## src/rtl/irq_ctrl_pkg.sv

```systemverilog
// irq_ctrl_pkg: register offsets, mie bit positions and external-FSM states for irq_ctrl
package irq_ctrl_pkg;
  localparam logic [3:0] IRQ_IE = 4'h0;
  localparam logic [3:0] IRQ_EDGE = 4'h4;
  localparam logic [3:0] IRQ_PEND = 4'h8;
  localparam logic [3:0] IRQ_CLAIM = 4'hC;
  localparam int MEIE_BIT = 11;
  localparam int MTIE_BIT = 7;
  localparam int MSIE_BIT = 3;
  typedef enum logic [1:0] {
    IDLE = 2'd0,
    REQ  = 2'd1,
    SERV = 2'd2
  } ext_state_e;
endpackage

```

## src/rtl/irq_ctrl_sync_edge.sv

```systemverilog
// irq_sync_edge: per-line synchroniser; the extra last_q flop aligns rise with level timing
module irq_sync_edge #(
  parameter int SYNC_STAGES = 2
) (
  input  logic clk,
  input  logic rst_n,
  input  logic d,
  output logic level,
  output logic rise
);
  logic [SYNC_STAGES-1:0] sync_q;
  logic last_q;
  always_ff @(posedge clk or negedge rst_n) begin
    if (!rst_n) begin
      sync_q <= '0;
      last_q <= 1'b0;
    end else begin
      sync_q <= {sync_q[SYNC_STAGES-2:0], d};
      last_q <= sync_q[SYNC_STAGES-1];
    end
  end
  assign level = sync_q[SYNC_STAGES-1];
  assign rise = level & ~last_q;
endmodule

```

## src/rtl/irq_ctrl.sv

```systemverilog
// irq_ctrl: external interrupt pending/arbitration with claim/complete, plus timer and software request masking
module irq_ctrl
  import irq_ctrl_pkg::*;
#(
  parameter int EXT_NUM = 8,
  parameter int SYNC_STAGES = 2
) (
  input  logic               clk,
  input  logic               rst_n,
  input  logic [EXT_NUM-1:0] ext_irq_i,
  input  logic               tcmp_hit_i,
  input  logic               msip_i,
  input  logic [31:0]        mie_i,
  output logic               pex_trap_o,
  output logic               ptcmp_trap_o,
  output logic               psoft_trap_o,
  input  logic               pex_trap_rsp_i,
  input  logic               ptcmp_trap_rsp_i,
  input  logic               psoft_trap_rsp_i,
  input  logic               cfg_we_i,
  input  logic [3:0]         cfg_addr_i,
  input  logic [31:0]        cfg_wdata_i,
  output logic [31:0]        cfg_rdata_o
);
  logic [EXT_NUM-1:0] ie_q, edge_q, pend_q, pend_d, lvl, rise, cand, cur_oh, edge_chg, pend_clr;
  logic [31:0] pend32, ie32;
  logic [4:0] cur_id_q, win_id;
  logic win_vld, tmask_q, smask_q, serv;
  logic we_ie, we_edge, we_pend, we_claim, claim_take, claim_ok;
  logic unused_bits;
  ext_state_e state_q, state_d;
  genvar i;
  for (i = 0; i < EXT_NUM; i++) begin : g_sync
    irq_sync_edge #(.SYNC_STAGES(SYNC_STAGES)) u_sync (
      .clk(clk),
      .rst_n(rst_n),
      .d(ext_irq_i[i]),
      .level(lvl[i]),
      .rise(rise[i])
    );
  end
  assign unused_bits = ^{cfg_addr_i[1:0], cfg_wdata_i, mie_i};
  assign we_ie = cfg_we_i && cfg_addr_i[3:2] == IRQ_IE[3:2];
  assign we_edge = cfg_we_i && cfg_addr_i[3:2] == IRQ_EDGE[3:2];
  assign we_pend = cfg_we_i && cfg_addr_i[3:2] == IRQ_PEND[3:2];
  assign we_claim = cfg_we_i && cfg_addr_i[3:2] == IRQ_CLAIM[3:2];
  assign serv = state_q == SERV;
  assign pend32 = 32'(pend_q);
  assign ie32 = 32'(ie_q);
  assign cur_oh = EXT_NUM'(1) << cur_id_q;
  assign cand = pend_q & ie_q & ~(serv ? cur_oh : '0);
  assign claim_take = state_q == REQ && pex_trap_rsp_i;
  assign claim_ok = we_claim && serv && cfg_wdata_i[4:0] == cur_id_q;
  // Edge bits: set beats clear; level bits track the line; a mode change drops the bit
  assign edge_chg = we_edge ? cfg_wdata_i[EXT_NUM-1:0] ^ edge_q : '0;
  assign pend_clr = (we_pend ? cfg_wdata_i[EXT_NUM-1:0] : '0) | (claim_take ? cur_oh : '0);
  assign pend_d = ~edge_chg & ((edge_q & (rise | (pend_q & ~pend_clr))) | (~edge_q & lvl));
  always_comb begin
    win_vld = |cand;
    win_id = '0;
    for (int k = EXT_NUM - 1; k >= 0; k--) if (cand[k]) win_id = 5'(k);
  end
  always_ff @(posedge clk or negedge rst_n) begin
    if (!rst_n) state_q <= IDLE;
    else state_q <= state_d;
  end
  always_comb begin
    state_d = state_q;
    unique case (state_q)
      IDLE: state_d = win_vld && mie_i[MEIE_BIT] ? REQ : IDLE;
      REQ: state_d = pex_trap_rsp_i ? SERV :
                     !(pend32[cur_id_q] & ie32[cur_id_q]) || !mie_i[MEIE_BIT] ? IDLE : REQ;
      SERV: state_d = claim_ok ? IDLE : SERV;
      default: state_d = IDLE;
    endcase
  end
  always_comb pex_trap_o = state_q == REQ;
  always_ff @(posedge clk or negedge rst_n) begin
    if (!rst_n) begin
      ie_q <= '0;
      edge_q <= '0;
      pend_q <= '0;
      cur_id_q <= '0;
      tmask_q <= 1'b0;
      smask_q <= 1'b0;
    end else begin
      if (we_ie) ie_q <= cfg_wdata_i[EXT_NUM-1:0];
      if (we_edge) edge_q <= cfg_wdata_i[EXT_NUM-1:0];
      pend_q <= pend_d;
      if (state_q == IDLE && state_d == REQ) cur_id_q <= win_id;
      tmask_q <= ptcmp_trap_rsp_i | (tmask_q & tcmp_hit_i);
      smask_q <= psoft_trap_rsp_i | (smask_q & msip_i);
    end
  end
  assign ptcmp_trap_o = rst_n & tcmp_hit_i & mie_i[MTIE_BIT] & ~tmask_q;
  assign psoft_trap_o = rst_n & msip_i & mie_i[MSIE_BIT] & ~smask_q;
  always_comb
    cfg_rdata_o = cfg_addr_i[3:2] == IRQ_IE[3:2] ? ie32 :
                  cfg_addr_i[3:2] == IRQ_EDGE[3:2] ? 32'(edge_q) :
                  cfg_addr_i[3:2] == IRQ_PEND[3:2] ? pend32 :
                  {serv, 26'b0, serv ? cur_id_q : 5'd0};
endmodule
```

## config.mk

```make
export PLATFORM = sky130hd
export DESIGN_NAME = irq_ctrl
export DESIGN_NICKNAME = d
export VERILOG_FILES = /design/src/rtl/irq_ctrl_pkg.sv /design/src/rtl/irq_ctrl_sync_edge.sv /design/src/rtl/irq_ctrl.sv
export SDC_FILE = /design/constraint.sdc
export NUM_CORES = 1
export LEC_CHECK = 0
export CAP_MARGIN = 20
export CORE_UTILIZATION = 35
export DETAILED_ROUTE_END_ITERATION = 16
export HOLD_SLACK_MARGIN = 0.05
export PLACE_DENSITY = 0.67
export SYNTH_ARGS = -nofsm -noshare
export SYNTH_HDL_FRONTEND = slang
export SYNTH_HIERARCHICAL = 1
export SYNTH_SLANG_ARGS = --single-unit
```

## constraint.sdc

```tcl
create_clock -name clk -period 4.45 [get_ports clk]
set_input_delay 0.6675 -clock clk [delete_from_list [all_inputs] [get_ports clk]]
set_output_delay 0.6675 -clock clk [all_outputs]
set_load 0.1 [all_outputs]
```

Word level (Yosys, flattened, before mapping). Cells that the tools add are included. Widths: inputs -> output; s select.

Bits in registers: 57. Input bits: 84. Word-level logic and storage cells: 115.

Magnitude comparators: 1. Equality and inequality tests: 7. Shift operators: 1. Multiplexer cells: 25. Bitwise gates (word level): 43. Reductions and logical operators: 15.

Operator list (count): $mux 32 (3); $and 8x8->8 (6); $mux 8 (4); $not 8->8 (4); $mux 5 (6); $or 8x8->8 (3); $and 1x1->1 (17); $bmux 1 s5 (2); $not 1->1 (10); $logic_and 1x1->1 (9); $mux 3 (3); $reduce_or 8->1 (1); $shl 1x5->8 const A (1); $xor 8x8->8 (1); $eq 2x1->1 const B (3); $eq 2x2->1 const B (3); $lt 5x6->1 const B (1); $pmux 2 s3 (1); $eq 5x5->1 (1); $logic_not 2->1 (2); $mux 1 (4); $mux 2 (2); $logic_not 1->1 (2); $or 1x1->1 (2); $logic_or 1x1->1 (1).

Depth between registers and ports, before layout. Gate-level depths: netlist (run 1).

Depth in word-level cells: 12. Mapped depth: 6. Mapped depth without buffers: 5.

Hierarchy. Netlist (run 1), hierarchy kept.

By module, submodules not included: irq_ctrl (times used 1, cells each 247, area each 2245.9 sq um, sequential area each 775.7 sq um); irq_sync_edge (times used 8, cells each 4, area each 88.8 sq um, sequential area each 75.1 sq um).

Least setup slack after synthesis (run 1). No wires, ideal clock.

Path type: input to output. Start point: in cfg_addr_i[2]. End point: out cfg_rdata_o[3]. Data arrival time: 3110 ps. Data required time: 3783 ps. Slack: 673 ps. Stages: 3. Buffers on the path: 1. Path through: buf_2 > mux2i_1 > o21ai_0.

Longest elaborated chain between the ends: 4.

RTL lines: start: declaration (RTL line irq_ctrl.sv:21) `input logic [3:0] cfg_addr_i,`; $eq 2x2->1 (RTL line irq_ctrl.sv:100) `cfg_addr_i[3:2] == IRQ_PEND[3:2] ? pend32 :`; $mux 32 (RTL line irq_ctrl.sv:100); $mux 32 (RTL line irq_ctrl.sv:99) `cfg_addr_i[3:2] == IRQ_EDGE[3:2] ? 32'(edge_q) :`; $mux 32 * (RTL line irq_ctrl.sv:98) `cfg_rdata_o = cfg_addr_i[3:2] == IRQ_IE[3:2] ? ie32 :`; end: declaration (RTL line irq_ctrl.sv:23) `output logic [31:0] cfg_rdata_o`.

Every way passes the cells marked *; elsewhere a longest branch is shown, timed or not.

Worst setup path after layout (run 1). Same ends and word-level chain as after synthesis.

==> results of run 1 <==
-- power by group through the flow --
stage	combinational [uW]	sequential [uW]	clock [uW]
after floorplan	596	644	0
after global placement	665	701	0
after detailed placement	669	707	0
after CTS	672	697	367
after global routing	722	715	385
final	671	698	359
-- critical path, cell delays in order --
cell and delay, ns:
sky130_fd_sc_hd__clkdlybuf4s50_1 0.77, sky130_fd_sc_hd__nor2b_1 0.52, sky130_fd_sc_hd__nand2_1 0.10, sky130_fd_sc_hd__o21ai_0 0.12, sky130_fd_sc_hd__buf_4 0.34
-- metrics by stage --
stage | cell area, um2 | setup slack, ns | instances | utilization, %
after floorplan | 3040 | 0.673 | 301 | -
final | 3470 | 1.26 | 426 | 42.4
after detailed placement | 3350 | 1.24 | 418 | 41.0
after global routing | 3470 | 1.03 | 426 | 42.4
after CTS | 3470 | 1.24 | 426 | 42.4
after global placement | 3350 | 1.24 | 418 | 41.0
-- sequential cells by signal, summed over array words and instances (netlist names) --
register / cells
edge_q: 8
cur_id_q: 3
g_sync.u_sync/sync_q: 16
state_q: 2
smask_q: 1
ie_q: 8
pend_q: 8
g_sync.u_sync/last_q: 8
tmask_q: 1
-- cells in the mapped netlist, types with 3 or more instances --
cell type	n	area (um2)
sky130_fd_sc_hd__nand3_1	4	20.0
sky130_fd_sc_hd__nand3b_1	3	22.5
sky130_fd_sc_hd__nor2_1	10	37.5
sky130_fd_sc_hd__o21ai_0	7	35.0
sky130_fd_sc_hd__buf_2	3	15.0
sky130_fd_sc_hd__mux2i_1	6	60.1
sky130_fd_sc_hd__nor2b_4	8	110
sky130_fd_sc_hd__a21o_1	4	30.0
sky130_fd_sc_hd__mux2_2	8	90.1
sky130_fd_sc_hd__xor2_1	3	26.3
sky130_fd_sc_hd__a221oi_1	8	70.1
sky130_fd_sc_hd__o221ai_1	8	70.1
sky130_fd_sc_hd__dfrtp_1	55	1380
sky130_fd_sc_hd__clkbuf_1	3	11.3
sky130_fd_sc_hd__a21oi_1	4	20.0
sky130_fd_sc_hd__o21ai_1	8	40.0
sky130_fd_sc_hd__inv_1	11	41.3
sky130_fd_sc_hd__buf_4	24	180
sky130_fd_sc_hd__mux4_2	3	67.6
sky130_fd_sc_hd__nand2_1	53	199
sky130_fd_sc_hd__and3b_1	3	26.3
-- cells by family (layout without fill, tap and decap cells) --
group	count (synthesis)	after routing	share of synthesized area, %
mux	19	19	9.14
xor+xnor	3	3	0.889
simple gates	101	101	20.3
other cells	1	23	0.127
flops	55	55	46.6
compound gates	58	58	14.3
buf+inv	42	62	8.76
-- metal layers --
metal	part of all wire [%]	track usage, %
met5	0	0
met1	48	21.4
met4	1.0	5.38
met3	4.3	2.75
met2	47	24.6
-- area by class of cell --
cell class,count,area (um2)
Fill cell,777,4710
Multi-Input combinational cell,204,1400
Sequential cell,55,1380
Timing Repair Buffer,43,395
Tap cell,105,131
Clock buffer,6,82.6
Inverter,11,41.3
Clock inverter,2,38.8
-- worst max path at each step --
stage / cells past startpoint / slack (ns) / start / endpoint
global placement: 5 / 1.24 / cfg_addr_i[2] / cfg_rdata_o[7]
floorplan: 3 / 0.67 / cfg_addr_i[2] / cfg_rdata_o[3]
global route: 5 / 1.03 / cfg_addr_i[2] / cfg_rdata_o[4]
detailed placement: 5 / 1.24 / cfg_addr_i[2] / cfg_rdata_o[7]
finish: 5 / 1.26 / cfg_addr_i[2] / cfg_rdata_o[3]
CTS: 5 / 1.24 / cfg_addr_i[2] / cfg_rdata_o[7]
==> reports/metrics.yaml, run 1 <==
status:
  status: "finished, final reports clean"
drt:
  wirelength_um: 6190
  vias_per_cell: 5.11
  routed-via-count: 2177
  post-route-drc-count: 0
  detail_route.iter0.violations: 152
  route.antenna.remaining_nets: 0
  drt_first_pass_iters: 4
  routed_wire_length_per_instance_um: 14.5
sta:
  timing.final.crit_share_pct: 71.6
  fin_tns_setup_ns: 0
  timing_hold_violations_final: 0
  rsz0062_at_grt: "false"
  slew_headroom_pct: 34.9
  timing.final.crit_period_ns: 3.19
  clock_skew_ns: 0.00710
  setup_viol_count_final: 0
  fin_worst_hold_slack_ns: 0.332
  max_freq_mhz: 314
  tightest_pin_transition_ns: 0.973
  timing.final.max_slew_violations: 0
global_routing:
  grt_use_total_pct: 15.6
  first_pass_grt_wire_length_um: 10600
  grt_antenna_before_repair: 0
  via_count_of_the_first_global_routing_pass: 2154
  grt_remaining_overflow: 0
  grt_start_max_net_pins: 31
floorplan:
  floorplan.core_area_mm2: 0.00818
  floorplan.io_pins: 119
  num_rows: 33
  floorplan.die_area_mm2: 0.00882
  fp.dieH_um: 93.9
  initial_core_util_pct: 36.2
  die_width_um: 93.9
clock_network:
  cts_hold_buffers: 0
  cts_inserted_buffers: 5
  clock_tree_from_tritoncts: "built"
  cts.repair_timing.setup_buffer_count: 0
  clock_sink_total: 55
  max_h_tree_level: 2
  insertion_delay_of_the_later_clocked_pin_in_the_worst_skew_pair_ns: 0.32
  ctsLongestPathBuffers: 2
  clock_tree.root_cell: "sky130_fd_sc_hd__clkbuf_8"
  clkSlewWorstSetupHoldPaths_ns: 0.10
  cts.repair.resized: 0
yosys:
  post_synth.cell_area_avg_um2: 10.6
  yosys.cell_types.count: 55
  synth-async-reset-ratio_pct: 100
  synth_enable_flop_cells: 0
  synth_ff_type: "sky130_fd_sc_hd__dfrtp_1"
  ys_seq_elements: 55
  synth_area_mm2: 0.00296
  synth_sequential_area_ratio_pct: 46.6
  post_synth_inst_count: 279
  yosys_warnings: 6
place:
  hpwl_um: 4520
  routabilityCongestion: 0.859
  io_buffer_count: 40
power:
  power.switching_fraction_pct: 42.8
  worst_ir_drop_on_vdd_mv: 0.194
  p_total_uw: 1730
  power_leakage_uw: 0.00159
  power.density_cell_area_mw_per_mm2: 498
  part_of_the_power_in_registers_pct: 40.4
  power.clock.fraction_pct: 20.8
  internal_power_uw: 989
  switching_power_uw: 739
  power_frac_comb_pct: 38.8
min_path:
  hold_path_class: "input port to asynchronous set/reset pin"
finish:
  area_delta_synth_final_pct: 17.4
  final_nets: 404
  n_antenna_cell: 0
  final_cell_mix: "55 x sky130_fd_sc_hd__dfrtp_1, 53 x sky130_fd_sc_hd__nand2_1, 30 x sky130_fd_sc_hd__clkdlybuf4s50_1"
  most_common_cell_after_layout_fill_and_taps_aside: "sky130_fd_sc_hd__dfrtp_1"
  layout-drive-gt1-share_pct: 14.6
worst_setup_path:
  nature_of_the_critical_path_endpoint: "primary output"
  r2r-start: "cur_id_q[2]"
  criticalPathCategory: "input port to primary output"
  category_of_the_worst_setup_path_launch_point: "input port"
  cp_data_required_time_ns: 3.78
  r2r_setup_slack_ns: 2.59
  rr_endpoint: "state_q[0]"
  largest_fanout_on_the_critical_path: 13
  timing.critical_path.arrival_ns: 2.52
  depth_of_the_worst_register_to_register_path: 5
flow_run:
  max_cap_violations: 0
(Power assumes the default switching activity.)
==> run 2, diff against run 1 <==
- clock period: 4.45 -> 3.1 ns (I/O delays scaled with it)
==> reports/metrics.yaml, run 2 (same netlist as run 1, synthesis figures left out) <==
place:
  hpwl_um: 4720
  placed_inst_area_mm2: 0.00348
  place_worst_setup_slack_ns: 0.512
  routabilityCongestion: 0.844
  io_buffer_count: 40
clock_network:
  cts.repair.resized: 0
  cts.repair_timing.setup_buffer_count: 0
  clock_tree_from_tritoncts: "built"
  insertion_delay_of_the_later_clocked_pin_in_the_worst_skew_pair_ns: 0.31
  ctsLongestPathBuffers: 2
  max_h_tree_level: 2
  clock_tree.root_cell: "sky130_fd_sc_hd__clkbuf_8"
  clock_sink_total: 55
  clkSlewWorstSetupHoldPaths_ns: 0.10
  cts_hold_buffers: 0
  cts_inserted_buffers: 5
finish:
  fill_cells: 792
  area_delta_synth_final_pct: 20.7
  n_antenna_cell: 0
  fin_util_pct: 43.6
  regMostFlops: "g_sync.u_sync/sync_q"
  final_cell_mix: "55 x sky130_fd_sc_hd__dfrtp_1, 53 x sky130_fd_sc_hd__nand2_1, 27 x sky130_fd_sc_hd__clkdlybuf4s50_1"
  layout-drive-gt1-share_pct: 16.4
  most_common_cell_after_layout_fill_and_taps_aside: "sky130_fd_sc_hd__dfrtp_1"
  regArea_mm2: 0.00138
  final_nets: 407
  largest_reg_flops: 16
  multi_input_area_mm2: 0.00140
  stdcell_area_mm2: 0.00357
power:
  internal_power_uw: 1380
  power_frac_comb_pct: 42.3
  power_leakage_uw: 0.00163
  power.switching_fraction_pct: 43.9
  power.clock.fraction_pct: 16.7
  worst_ir_drop_on_vdd_mv: 0.346
  switching_power_uw: 1080
  part_of_the_power_in_registers_pct: 40.9
  power.density_cell_area_mw_per_mm2: 687
  p_total_uw: 2450
drt:
  routed-via-count: 2167
  post-route-drc-count: 0
  wirelength_um: 6200
  detail_route.iter0.violations: 171
  drt_first_pass_iters: 4
  route.antenna.remaining_nets: 0
  routed_wire_length_per_instance_um: 14.4
  vias_per_cell: 5.05
sta:
  timing.final.max_slew_violations: 0
  rsz0062_at_grt: "false"
  slew_headroom_pct: 61.3
  tightest_pin_transition_ns: 0.580
  max_freq_mhz: 386
  timing_hold_violations_final: 0
  setup_viol_count_final: 0
  worst_slack_ns: 0.509
  timing.final.crit_period_ns: 2.59
  fin_tns_setup_ns: 0
  clock_skew_ns: 0.00423
  timing.final.crit_share_pct: 83.6
global_routing:
  grt_use_total_pct: 15.5
  grt_antenna_before_repair: 0
  via_count_of_the_first_global_routing_pass: 2170
  grt_remaining_overflow: 0
  first_pass_grt_wire_length_um: 10700
  grt_start_max_net_pins: 33
floorplan:
  floorplan.die_area_mm2: 0.00882
  num_rows: 33
  floorplan.io_pins: 119
  floorplan.core_area_mm2: 0.00818
  initial_core_util_pct: 36.2
  die_width_um: 93.9
  fp.dieH_um: 93.9
worst_setup_path:
  nature_of_the_critical_path_endpoint: "primary output"
  crit_path_top_delay_cell: "sky130_fd_sc_hd__clkdlybuf4s50_1"
  timing.critical_path.cells: "clkdlybuf4s50_1 > nor2b_1 > nand2_1 > o21ai_1 > buf_12"
  cp_data_required_time_ns: 2.63
  crit_path_max_incr_delay_ns: 0.64
  criticalPathCategory: "input port to primary output"
  largest_fanout_on_the_critical_path: 9
  timing.critical_path.arrival_ns: 2.13
  category_of_the_worst_setup_path_launch_point: "input port"
  depth_of_the_worst_register_to_register_path: 5
flow_run:
  max_cap_violations: 0
status:
  status: "finished, final reports clean"
min_path:
  hold_path_class: "input port to asynchronous set/reset pin"
## run 2: through the flow
| step | hold slack [ns] | instances |
|---|---|---|
| finish | 0.144 | 429 |
| global route | 0.182 | 429 |
| CTS | 0.160 | 429 |
| detailed placement | 0.336 | 421 |
| global placement | 0.332 | 421 |
| floorplan | 0.169 | 301 |
## run 2: path summary, 6_finish.rpt
kind	end	slack, ns	from
setup / recovery	cfg_rdata_o[5]	0.51	cfg_addr_i[2]
hold reg to reg	g_sync[1].u_sync/sync_q[1]	0.36	g_sync[1].u_sync/sync_q[0]
min in group clk	g_sync[1].u_sync/sync_q[1]	0.36	g_sync[1].u_sync/sync_q[0]
max in group asynchronous	edge_q[4]	2.15	rst_n
setup reg to reg	state_q[0]	1.25	cur_id_q[2]
hold / removal	g_sync[6].u_sync/sync_q[0]	0.14	rst_n
## run 2: per-layer routing
metal	up-vias	global-route usage [%]	part of all wire (%)
met5	-	0	0
met1	1034	20.5	47
met4	0	5.00	1.8
li1	1043	-	-
met2	77	25.9	48
met3	13	2.51	3.9
## run 2: cell type report
type | instances | share of cell area (%)
multi-input combinational | 204 | 39.4
sequential | 55 | 38.6
timing repair buffer | 46 | 14.7
tap | 105 | 3.68
clock buffer | 5 | 1.93
inverter | 11 | 1.16
clock inverter | 3 | 0.631
## run 2: worst max-delay path: cells and delay by family
| family | cells | cell delay (ns) |
|---|---|---|
| buffers and inverters | 2 | 0.86 |
| AND/OR/NAND/NOR | 2 | 0.61 |
| AO/OA/AOI/OAI | 1 | 0.19 |
## run 2: power by group through the flow
stage | logic, uW | clock network [uW] | registers, uW
final | 1040 | 411 | 1000
after global routing | 1110 | 448 | 1030
after CTS | 1040 | 426 | 1000
after detailed placement | 1040 | 0 | 1020
after global placement | 1030 | 0 | 1010
after floorplan | 857 | 0 | 924
==> run 3, diff against run 2 <==
- PLACE_DENSITY: 0.67 -> 0.7
- clock period: 3.1 -> 2.2 ns (I/O delays scaled with it)
==> reports/metrics.yaml, run 3 (same netlist as run 1, synthesis figures left out) <==
clock_network:
  clock_tree_from_tritoncts: "built"
  clkSlewWorstSetupHoldPaths_ns: 0.10
  insertion_delay_of_the_later_clocked_pin_in_the_worst_skew_pair_ns: 0.31
  cts_hold_buffers: 0
  ctsLongestPathBuffers: 2
  clock_sink_total: 55
  max_h_tree_level: 2
  cts_inserted_buffers: 5
  clock_tree.root_cell: "sky130_fd_sc_hd__clkbuf_8"
drt:
  vias_per_cell: 5.06
  post-route-drc-count: 0
  route.antenna.remaining_nets: 0
  detail_route.iter0.violations: 96
  routed_wire_length_per_instance_um: 14.6
  wirelength_um: 6390
  routed-via-count: 2220
  drt_first_pass_iters: 4
sta:
  setup_viol_count_final: 0
  clock_skew_ns: 0.00915
  timing.final.crit_period_ns: 2.10
  fin_worst_hold_slack_ns: 0.0390
  timing.final.crit_share_pct: 95.7
  max_freq_mhz: 475
  worst_slack_ns: 0.0953
  timing.final.max_slew_violations: 0
  rsz0062_at_grt: "false"
  timing_hold_violations_final: 0
power:
  power.density_cell_area_mw_per_mm2: 1010
  worst_ir_drop_on_vdd_mv: 0.568
  p_total_uw: 3780
  power_leakage_uw: 0.00171
floorplan:
  floorplan.io_pins: 119
  num_rows: 33
  die_width_um: 93.9
  floorplan.core_area_mm2: 0.00818
  floorplan.die_area_mm2: 0.00882
  fp.dieH_um: 93.9
  initial_core_util_pct: 36.2
place:
  placed_inst_area_mm2: 0.00360
  place_inst: 431
  hpwl_um: 4880
  io_buffer_count: 40
  place_worst_setup_slack_ns: 0.0855
  routabilityCongestion: 0.825
status:
  status: "finished, final reports clean"
worst_setup_path:
  cp_data_required_time_ns: 1.87
  criticalPathCategory: "input port to primary output"
  category_of_the_worst_setup_path_launch_point: "input port"
  rr_endpoint: "state_q[0]"
  timing.critical_path.arrival_ns: 1.77
  nature_of_the_critical_path_endpoint: "primary output"
  r2r_setup_slack_ns: 0.46
  depth_of_the_worst_register_to_register_path: 5
  r2r-start: "cur_id_q[0]"
  largest_fanout_on_the_critical_path: 10
finish:
  regMostFlops: "g_sync.u_sync/sync_q"
  stdcell_area_mm2: 0.00374
  area_delta_synth_final_pct: 26.7
  final_nets: 417
  instances_no_fill: 439
  layout-drive-gt1-share_pct: 19.5
  final_cell_mix: "54 x sky130_fd_sc_hd__dfrtp_1, 53 x sky130_fd_sc_hd__nand2_1, 27 x sky130_fd_sc_hd__clkdlybuf4s50_1"
  n_antenna_cell: 0
  largest_reg_flops: 16
  most_common_cell_after_layout_fill_and_taps_aside: "sky130_fd_sc_hd__dfrtp_1"
global_routing:
  via_count_of_the_first_global_routing_pass: 2230
  first_pass_grt_wire_length_um: 11000
  grt_start_max_net_pins: 34
  grt_use_total_pct: 16.0
  grt_remaining_overflow: 0
  grt_antenna_before_repair: 0
flow_run:
  max_cap_violations: 0
min_path:
  hold_path_class: "input port to asynchronous set/reset pin"
## run 3: routing by layer
metal	up-vias	wire length [um]	GRT usage [%]	part of all wire (%)
met5	-	0	0	0
met4	0	71	4.87	1.1
met3	7	274	2.59	4.3
met2	64	3140	26.0	49
met1	1091	2910	21.9	45
li1	1058	-	-	-
## run 3: area by class of cell
type | count | area, um2
clock inverter | 2 | 60.1
timing repair buffer | 56 | 648
tap | 105 | 131
multi-input combinational | 204 | 1410
sequential | 55 | 1380
fill | 779 | 4430
clock buffer | 6 | 72.6
inverter | 11 | 41.3
## run 3: power by group
group | switching, uW | total [uW] | internal (uW)
logic | 990 | 1630 | 644
registers | 200 | 1360 | 1160
clock network | 333 | 789 | 455
total | 1520 | 3780 | 2260
## run 3: how the worst max path moves through the flow
stage / startpoint / to / slack (ns) / cells after the start
2_1_floorplan: cfg_addr_i[2] / cfg_rdata_o[3] / -0.15 / 3
3_3_place_gp: cfg_addr_i[2] / cfg_rdata_o[2] / 0.09 / 4
3_5_place_dp: cfg_addr_i[2] / cfg_rdata_o[2] / 0.09 / 4
4_1_cts: state_q[0] / cfg_rdata_o[1] / 0.01 / 4
5_1_grt: state_q[1] / cfg_rdata_o[2] / 0.02 / 3
6_report: cfg_addr_i[2] / cfg_rdata_o[2] / 0.1 / 4
## run 3: what timing repair did
item | 4_1_cts | 5_1_grt
setup buffers | 0 | 0
resized for setup | 0 | 2
setup endpoints to repair | 0 | 2
endpoints found under the hold margin | 0 | 0
## run 3: worst max-delay path: stages
cell and delay (ns):
sky130_fd_sc_hd__clkdlybuf4s50_1 0.55, sky130_fd_sc_hd__buf_12 0.16, sky130_fd_sc_hd__mux4_2 0.53, sky130_fd_sc_hd__buf_12 0.19
## run 3: per-stage QoR
step / utilization (%) / TNS, ns
after floorplan: - / -0.744
after global placement: 44.1 / 0
after detailed placement: 44.1 / 0
after CTS: 45.7 / 0
after global routing: 45.8 / 0
final: 45.8 / 0
